## src/rtl/adc_lane_align.sv

```systemverilog
// adc_lane_align: one shared trainer for NCH ADC lanes. Each lane's delay line is swept for the
// widest stable-data eye, parked at the eye centre, then bitslipped until the training word appears.
module adc_lane_align #(
  parameter int NCH      = 8,
  parameter int WIDTH    = 12,
  parameter int TAPS     = 32,
  parameter int SETTLE   = 16,
  parameter int NCHECK   = 64,
  parameter int MIN_EYE  = 4,
  parameter int SLIP_MAX = 6,
  localparam int TW      = $clog2(TAPS)
) (
  input  logic                    clk,
  input  logic                    rst,
  input  logic                    start,
  input  logic [WIDTH-1:0]        pattern,
  input  logic [NCH*WIDTH-1:0]    des_data,
  output logic [NCH-1:0]          dly_rst,
  output logic [NCH-1:0]          dly_ce,
  output logic                    dly_inc,
  output logic [NCH-1:0]          bitslip,
  output logic                    busy,
  output logic                    done,
  output logic [NCH-1:0]          ch_ok,
  output logic [NCH-1:0]          ch_fail,
  output logic [NCH*TW-1:0]       tap_out,
  output logic [NCH*(TW+1)-1:0]   eye_len,
  output logic [3:0]              state_dbg
);

  localparam int LW   = (NCH > 1) ? $clog2(NCH) : 1;
  localparam int CMAX = (SETTLE > NCHECK) ? SETTLE : NCHECK;
  localparam int CW   = $clog2(CMAX + 1);
  localparam int SW   = $clog2(SLIP_MAX + 1);

  typedef enum logic [3:0] {
    S_IDLE  = 4'd0,
    S_SEL   = 4'd1,
    S_WAIT  = 4'd2,
    S_CHECK = 4'd3,
    S_STEP  = 4'd4,
    S_EVAL  = 4'd5,
    S_CRST  = 4'd6,
    S_CINC  = 4'd7,
    S_SWAIT = 4'd8,
    S_SCHK  = 4'd9,
    S_SLIP  = 4'd10,
    S_NEXT  = 4'd11,
    S_FIN   = 4'd12
  } state_t;

  state_t            state, state_n;
  logic [LW-1:0]     lane;
  logic [TW-1:0]     tap, center, cinc_cnt, res_tap, best_start, run_start, ext_start;
  logic [TW:0]       run_len, best_len, ext_len;
  logic              run_open, mismatch, cinc_ph, res_ok, res_fail;
  logic [CW-1:0]     cnt;
  logic [SW-1:0]     slips;
  logic [WIDTH-1:0]  ref_word, lane_word;
  logic [NCH-1:0]    lane_oh;

  logic last_tap, settle_done, check_done, cinc_done, last_lane, pat_match, eye_ok;
  logic good, run_close;
  logic [NCH-1:0] dly_rst_d, dly_ce_d, bitslip_d;
  logic busy_d, done_d;

  assign state_dbg = state;

  always_comb begin
    lane_word   = des_data[lane*WIDTH +: WIDTH];
    lane_oh     = '0;
    lane_oh[lane] = 1'b1;
    last_tap    = (tap == TW'(TAPS - 1));
    settle_done = (cnt == CW'(SETTLE - 1));
    check_done  = (cnt == CW'(NCHECK));
    cinc_done   = (cinc_cnt == center);
    last_lane   = (lane == LW'(NCH - 1));
    pat_match   = (lane_word == pattern);
    eye_ok      = (best_len >= (TW+1)'(MIN_EYE));
  end

  // Run tracker: a good tap extends (or opens) the run; a bad tap or the last tap closes it.
  always_comb begin
    good      = !mismatch;
    ext_len   = good ? (run_open ? run_len + 1'b1 : (TW+1)'(1)) : run_len;
    ext_start = (good && !run_open) ? tap : run_start;
    run_close = (run_open && !good) || (good && last_tap);
  end

  always_ff @(posedge clk) begin
    if (rst) state <= S_IDLE;
    else     state <= state_n;
  end

  always_comb begin
    state_n = state;
    case (state)
      S_IDLE:  if (start) state_n = S_SEL;
      S_SEL:   state_n = S_WAIT;
      S_WAIT:  if (settle_done) state_n = S_CHECK;
      S_CHECK: if (check_done) state_n = S_STEP;
      S_STEP:  state_n = last_tap ? S_EVAL : S_WAIT;
      S_EVAL:  state_n = eye_ok ? S_CRST : S_NEXT;
      S_CRST:  state_n = S_CINC;
      S_CINC:  if (cinc_done) state_n = S_SWAIT;
      S_SWAIT: if (settle_done) state_n = S_SCHK;
      S_SCHK: begin
        if (pat_match || (slips >= SW'(SLIP_MAX))) state_n = S_NEXT;
        else                                       state_n = S_SLIP;
      end
      S_SLIP:  state_n = S_SWAIT;
      S_NEXT:  state_n = last_lane ? S_FIN : S_SEL;
      S_FIN:   state_n = S_IDLE;
      default: state_n = S_IDLE;
    endcase
  end

  // Next values of the registered strobes; only the active lane's bit is ever set.
  always_comb begin
    dly_rst_d = '0;
    dly_ce_d  = '0;
    bitslip_d = '0;
    done_d    = (state == S_FIN);
    busy_d    = (state_n != S_IDLE);
    case (state)
      S_SEL, S_CRST: dly_rst_d = lane_oh;
      S_STEP:        if (!last_tap) dly_ce_d = lane_oh;
      S_CINC:        if (!cinc_done && !cinc_ph) dly_ce_d = lane_oh;
      S_SLIP:        bitslip_d = lane_oh;
      default:       ;
    endcase
  end

  always_ff @(posedge clk) begin
    if (rst) begin
      dly_rst    <= '0;
      dly_ce     <= '0;
      dly_inc    <= 1'b1;
      bitslip    <= '0;
      busy       <= 1'b0;
      done       <= 1'b0;
      ch_ok      <= '0;
      ch_fail    <= '0;
      tap_out    <= '0;
      eye_len    <= '0;
      lane       <= '0;
      tap        <= '0;
      center     <= '0;
      cinc_cnt   <= '0;
      cinc_ph    <= 1'b0;
      res_tap    <= '0;
      res_ok     <= 1'b0;
      res_fail   <= 1'b0;
      best_start <= '0;
      best_len   <= '0;
      run_start  <= '0;
      run_len    <= '0;
      run_open   <= 1'b0;
      mismatch   <= 1'b0;
      cnt        <= '0;
      slips      <= '0;
      ref_word   <= '0;
    end else begin
      dly_rst <= dly_rst_d;
      dly_ce  <= dly_ce_d;
      dly_inc <= 1'b1;
      bitslip <= bitslip_d;
      busy    <= busy_d;
      done    <= done_d;
      case (state)
        S_IDLE: begin
          if (start) begin
            ch_ok   <= '0;
            ch_fail <= '0;
            tap_out <= '0;
            eye_len <= '0;
            lane    <= '0;
          end
        end
        S_SEL: begin
          tap        <= '0;
          cnt        <= '0;
          run_open   <= 1'b0;
          run_len    <= '0;
          run_start  <= '0;
          best_len   <= '0;
          best_start <= '0;
          res_ok     <= 1'b0;
          res_fail   <= 1'b0;
          res_tap    <= '0;
        end
        S_WAIT, S_SWAIT: cnt <= settle_done ? '0 : cnt + 1'b1;
        S_CHECK: begin
          cnt <= cnt + 1'b1;
          // First cycle captures the reference; the next NCHECK samples must all equal it.
          if (cnt == '0) begin
            ref_word <= lane_word;
            mismatch <= 1'b0;
          end else if (lane_word != ref_word) begin
            mismatch <= 1'b1;
          end
        end
        S_STEP: begin
          cnt <= '0;
          if (!last_tap) tap <= tap + 1'b1;
          if (run_close) begin
            run_open <= 1'b0;
            // Strictly longer only, so the earliest of equal-length eyes is kept.
            if (ext_len > best_len) begin
              best_len   <= ext_len;
              best_start <= ext_start;
            end
          end else if (good) begin
            run_open  <= 1'b1;
            run_len   <= ext_len;
            run_start <= ext_start;
          end
        end
        S_EVAL: begin
          if (eye_ok) begin
            center  <= TW'(best_start + ((best_len - 1'b1) >> 1));
            res_tap <= TW'(best_start + ((best_len - 1'b1) >> 1));
          end else begin
            res_fail <= 1'b1;
            res_tap  <= '0;
          end
        end
        S_CRST: begin
          cinc_cnt <= '0;
          cinc_ph  <= 1'b0;
        end
        S_CINC: begin
          if (cinc_done) begin
            cnt   <= '0;
            slips <= '0;
          end else begin
            cinc_ph <= ~cinc_ph;
            if (!cinc_ph) cinc_cnt <= cinc_cnt + 1'b1;
          end
        end
        S_SCHK: begin
          if (pat_match)                      res_ok   <= 1'b1;
          else if (slips >= SW'(SLIP_MAX))    res_fail <= 1'b1;
        end
        S_SLIP: begin
          slips <= slips + 1'b1;
          cnt   <= '0;
        end
        S_NEXT: begin
          ch_ok[lane]                     <= res_ok;
          ch_fail[lane]                   <= res_fail;
          tap_out[lane*TW +: TW]          <= res_tap;
          eye_len[lane*(TW+1) +: (TW+1)]  <= best_len;
          if (!last_lane) lane <= lane + 1'b1;
        end
        default: ;
      endcase
    end
  end

endmodule

```

## config.mk

```make
export PLATFORM = sky130hd
export DESIGN_NAME = adc_lane_align
export DESIGN_NICKNAME = d
export VERILOG_FILES = /design/src/rtl/adc_lane_align.sv
export SDC_FILE = /design/constraint.sdc
export NUM_CORES = 1
export LEC_CHECK = 0
export ABC_CLOCK_PERIOD_IN_PS = 4400
export BUFFER_PORTS_ARGS = -buffer_cell sky130_fd_sc_hd__buf_2
export CORE_MARGIN = 4
export CORE_UTILIZATION = 55
export CTS_CLUSTER_SIZE = 8
export DETAILED_ROUTE_END_ITERATION = 7
export HOLD_SLACK_MARGIN = 0.05
export PLACE_DENSITY = 0.81
export SYNTH_ARGS = -nofsm -noshare
export SYNTH_HDL_FRONTEND = slang
export SYNTH_SLANG_ARGS = --single-unit
```

## constraint.sdc

```tcl
create_clock -name clk -period 4.4 [get_ports clk]
set_input_delay 0.66 -clock clk [delete_from_list [all_inputs] [get_ports clk]]
set_output_delay 0.66 -clock clk [all_outputs]
set_load 0.01 [all_outputs]
```

==> results.json <==
{
  "dp_hpwl_mm": 24.4,
  "rsz0062_at_grt": "no",
  "critPathKind": "reg -> reg",
  "r2r_start": "lane[0]",
  "io_buffers": 244,
  "synthCells": 1322,
  "p_per_area_nw_per_um2": 315,
  "ys_ff_latch": 206,
  "met1_usage": 0.354,
  "syn_to_final_growth_pct": 19.0,
  "gp_congestion": 0.977,
  "grt_max_degree": 160,
  "max_slew_margin": 0.348,
  "cts_root_buffer": "clkbuf_16",
  "maxCapViolCount": 0,
  "tritoncts": "built",
  "hold_ws_ps": 464,
  "cp_cell_sequence": "ha_1 > fa_1 > nand2b_1 > nor2_1 > ha_1 > a211o_1 > nor4_2 > nand2_1 > a21oi_1 > and2_1 > nand3b_1 > a21oi_1",
  "met2_usage": 0.501,
  "finalHoldViolCount": 0,
  "yosysSeqAreaShare": 0.380,
  "synth_flop_cell": "dfxtp_1",
  "htree_num_levels": 1,
  "setup_viol": 0,
  "io_pins": 246,
  "switchingPower_uw": 927,
  "totalPowerFinal_uw": 4070,
  "async_flop_share": 0,
  "synth_top_family_by_area": "simple AND/OR/NAND/NOR gates",
  "worstPathRequired_ps": 4780,
  "grtUsageTotal": 0.285,
  "synth_largest_area_cell": "dfxtp_1",
  "antenna_cells": 0,
  "dieArea_um2": 22000,
  "grt_pass1_vias": 10100,
  "comb_power_share": 0.060,
  "busiest_layer": "met2",
  "wl_mm": 33.0,
  "crit_path_end": "eye_len[5]",
  "yosys_warnings": 0,
  "routedWlPerCell_um": 18.4,
  "timing.rr.end": "eye_len[5]",
  "synth_mux_area_frac": 0.0749,
  "period_share": 0.823,
  "synthTopCellsByArea": "dfxtp_1 (38%), nor2_1 (7.7%), a21oi_1 (5.0%)",
  "p_int_uw": 3140,
  "startpoint_type": "flip-flop",
  "pwr-share-clk": 0.475,
  "status": "completed",
  "drt_pass1_iterations": 7,
  "hp-class": "reg -> reg",
  "fin_nets": 1674,
  "clk_latency_ps": 540,
  "max_freq_ghz": 0.276,
  "overflow": 0,
  "final_cell_count_no_fill": 1794,
  "crit_path_start": "lane[0]",
  "cts_resized": 0,
  "rrSetupSlack_ps": 780,
  "synth-xor-area-share": 0.0490,
  "antenna_left": 0,
  "peakVddDrop_mv": 0.221,
  "cpMaxStageDelayCell": "fa_1",
  "synth_compound_gate_area_share": 0.183,
  "num_vias": 10700,
  "synth_top_area_share": 0.380,
  "synthAdderAreaFrac": 0.0406,
  "cp_slowest_stage_delay_ps": 580,
  "end_kind": "flip-flop",
  "clock_sinks": 206,
  "drc": 0,
  "power.share.sequential": 0.465,
  "drive_above_1_share": 0.221,
  "utilization": 0.664,
  "path_clk_slew_ps": 60,
  "finClkSkew_ps": 14.8,
  "grt_use_met3": 0.0442,
  "arrival_ps": 4010,
  "slew_viol_final": 0,
  "core_um2": 19500,
  "syn_area_um2": 10900,
  "reg2reg_depth": 12,
  "swShare": 0.228,
  "avgSynthCellArea_um2": 8.21,
  "cts_hold_buffers": 0,
  "period_minus_slack_ps": 3620,
  "synth_edf_count": 0,
  "initial_utilization": 0.558,
  "clk_path_buf_depth": 3,
  "die_h_um": 148,
  "netlist-cell-type-count": 75,
  "worstMarginPinSlew_ps": 976,
  "fp.dieW_um": 148,
  "via_per_inst": 5.95,
  "drtIter0Drc": 939,
  "num_rows": 51,
  "postCtsSetupBuffers": 0,
  "grt_first_pass_wirelength_mm": 51.6,
  "cp_max_fo": 17,
  "placedCellCount": 1763,
  "p_leak_uw": 0.00530,
  "antenna_found_initial": 0,
  "fin_setup_tns_ps": 0,
  "cts_buffers": 29,
  "synthSimpleGateAreaFrac": 0.225,
  "synth_nets": 1467
}
synth_stat cells (28+ instances only):
master    instances
a21oi_1         109
a22oi_1          65
clkbuf_1         60
dfxtp_1         206
ha_1             32
inv_1            28
mux2i_1          36
nand2_1         135
nand3_1          67
nor2_1          223
nor3_1           31
o21ai_0          28
worst min path at each step:
| stage | startpoint | to | slack [ps] | cells after the start |
|---|---|---|---|---|
| 6_report | tap_out[3] | tap_out[3] | 460 | 2 |
| 3_3_place_gp | run_start[4] | run_start[4] | 450 | 2 |
| 2_1_floorplan | run_start[0] | run_start[0] | 440 | 2 |
| 4_1_cts | eye_len[39] | eye_len[39] | 470 | 2 |
| 5_1_grt | tap_out[3] | tap_out[3] | 480 | 2 |
| 3_5_place_dp | run_start[2] | run_start[2] | 460 | 2 |
state kept, by name, summed over array words and instances (netlist names), 3 cells and up:
name	count
best_start	5
run_start	5
cinc_cnt	5
ch_ok	8
eye_len	48
state_dbg	4
ch_fail	8
bitslip	8
run_len	6
cnt	7
tap_out	40
center	5
best_len	6
slips	3
tap	5
lane	3
res_tap	5
dly_ce	8
dly_rst	8
ref_word	12
cells in the final DEF, fill, tap and decap left out, types with 4 or more instances in the layout:
master	n
inv_1	28
o211ai_1	5
clkbuf_16	29
o311ai_0	4
nor3_1	31
nand2b_1	8
nor2b_1	11
a21oi_1	109
buf_4	18
and2_1	12
o21ai_0	28
nor4_1	7
nand3b_1	5
mux2_2	9
a21o_1	6
xnor2_1	26
a22o_1	9
o22ai_1	8
ha_1	32
mux4_2	12
or2_2	4
dfxtp_1	205
a32o_1	11
nand3_1	67
buf_2	243
a31oi_1	18
or3_1	11
nor2_1	223
xor2_1	26
nand2_1	135
and3_1	8
o22a_1	5
a22oi_1	65
nand4_1	10
mux2i_1	36
a211oi_1	7
kinds of logic after synthesis:
group           Yosys count
simple gates            545
compound gates          302
flops                   206
buf+inv                 117
mux                      61
xor+xnor                 56
fa+ha+maj                34
other cells               1
power by group through the flow:
| stage | sequential (uW) | combinational (uW) | clock, uW |
|---|---|---|---|
| after floorplan | 1920 | 153 | 0 |
| final | 1890 | 245 | 1930 |
| after global routing | 1890 | 266 | 2030 |
| after global placement | 1930 | 239 | 0 |
| after CTS | 1890 | 244 | 1960 |
| after detailed placement | 1930 | 243 | 0 |
layer usage:
metal  share of wire  wire length [um]  up-vias
li1                -                 -     5082
met1            0.40             13100     5019
met5               0                 0        -
met3           0.076              2510       76
met2            0.49             16200      502
met4           0.034              1130        0
worst max-delay path: cells and delay by family (launching register included):
kind,cells,cell delay (ps)
fa+ha+maj,3,1090
simple gates,6,1330
flops,1,530
compound gates,3,500
through the flow:
stage	area, um2	setup WS (ps)
finish	12900	779
global route	12900	530
CTS	12900	850
detailed placement	12200	856
global placement	12200	957
floorplan	10900	1010
cell type report:
type / instances / area, um2
Tap cell: 265 / 332
Inverter: 31 / 116
Sequential cell: 206 / 4130
Multi-Input combinational cell: 999 / 6220
Fill cell: 1627 / 6550
Clock inverter: 1 / 8.76
Clock buffer: 30 / 739
Timing Repair Buffer: 262 / 1370
(Power assumes the default switching activity.)
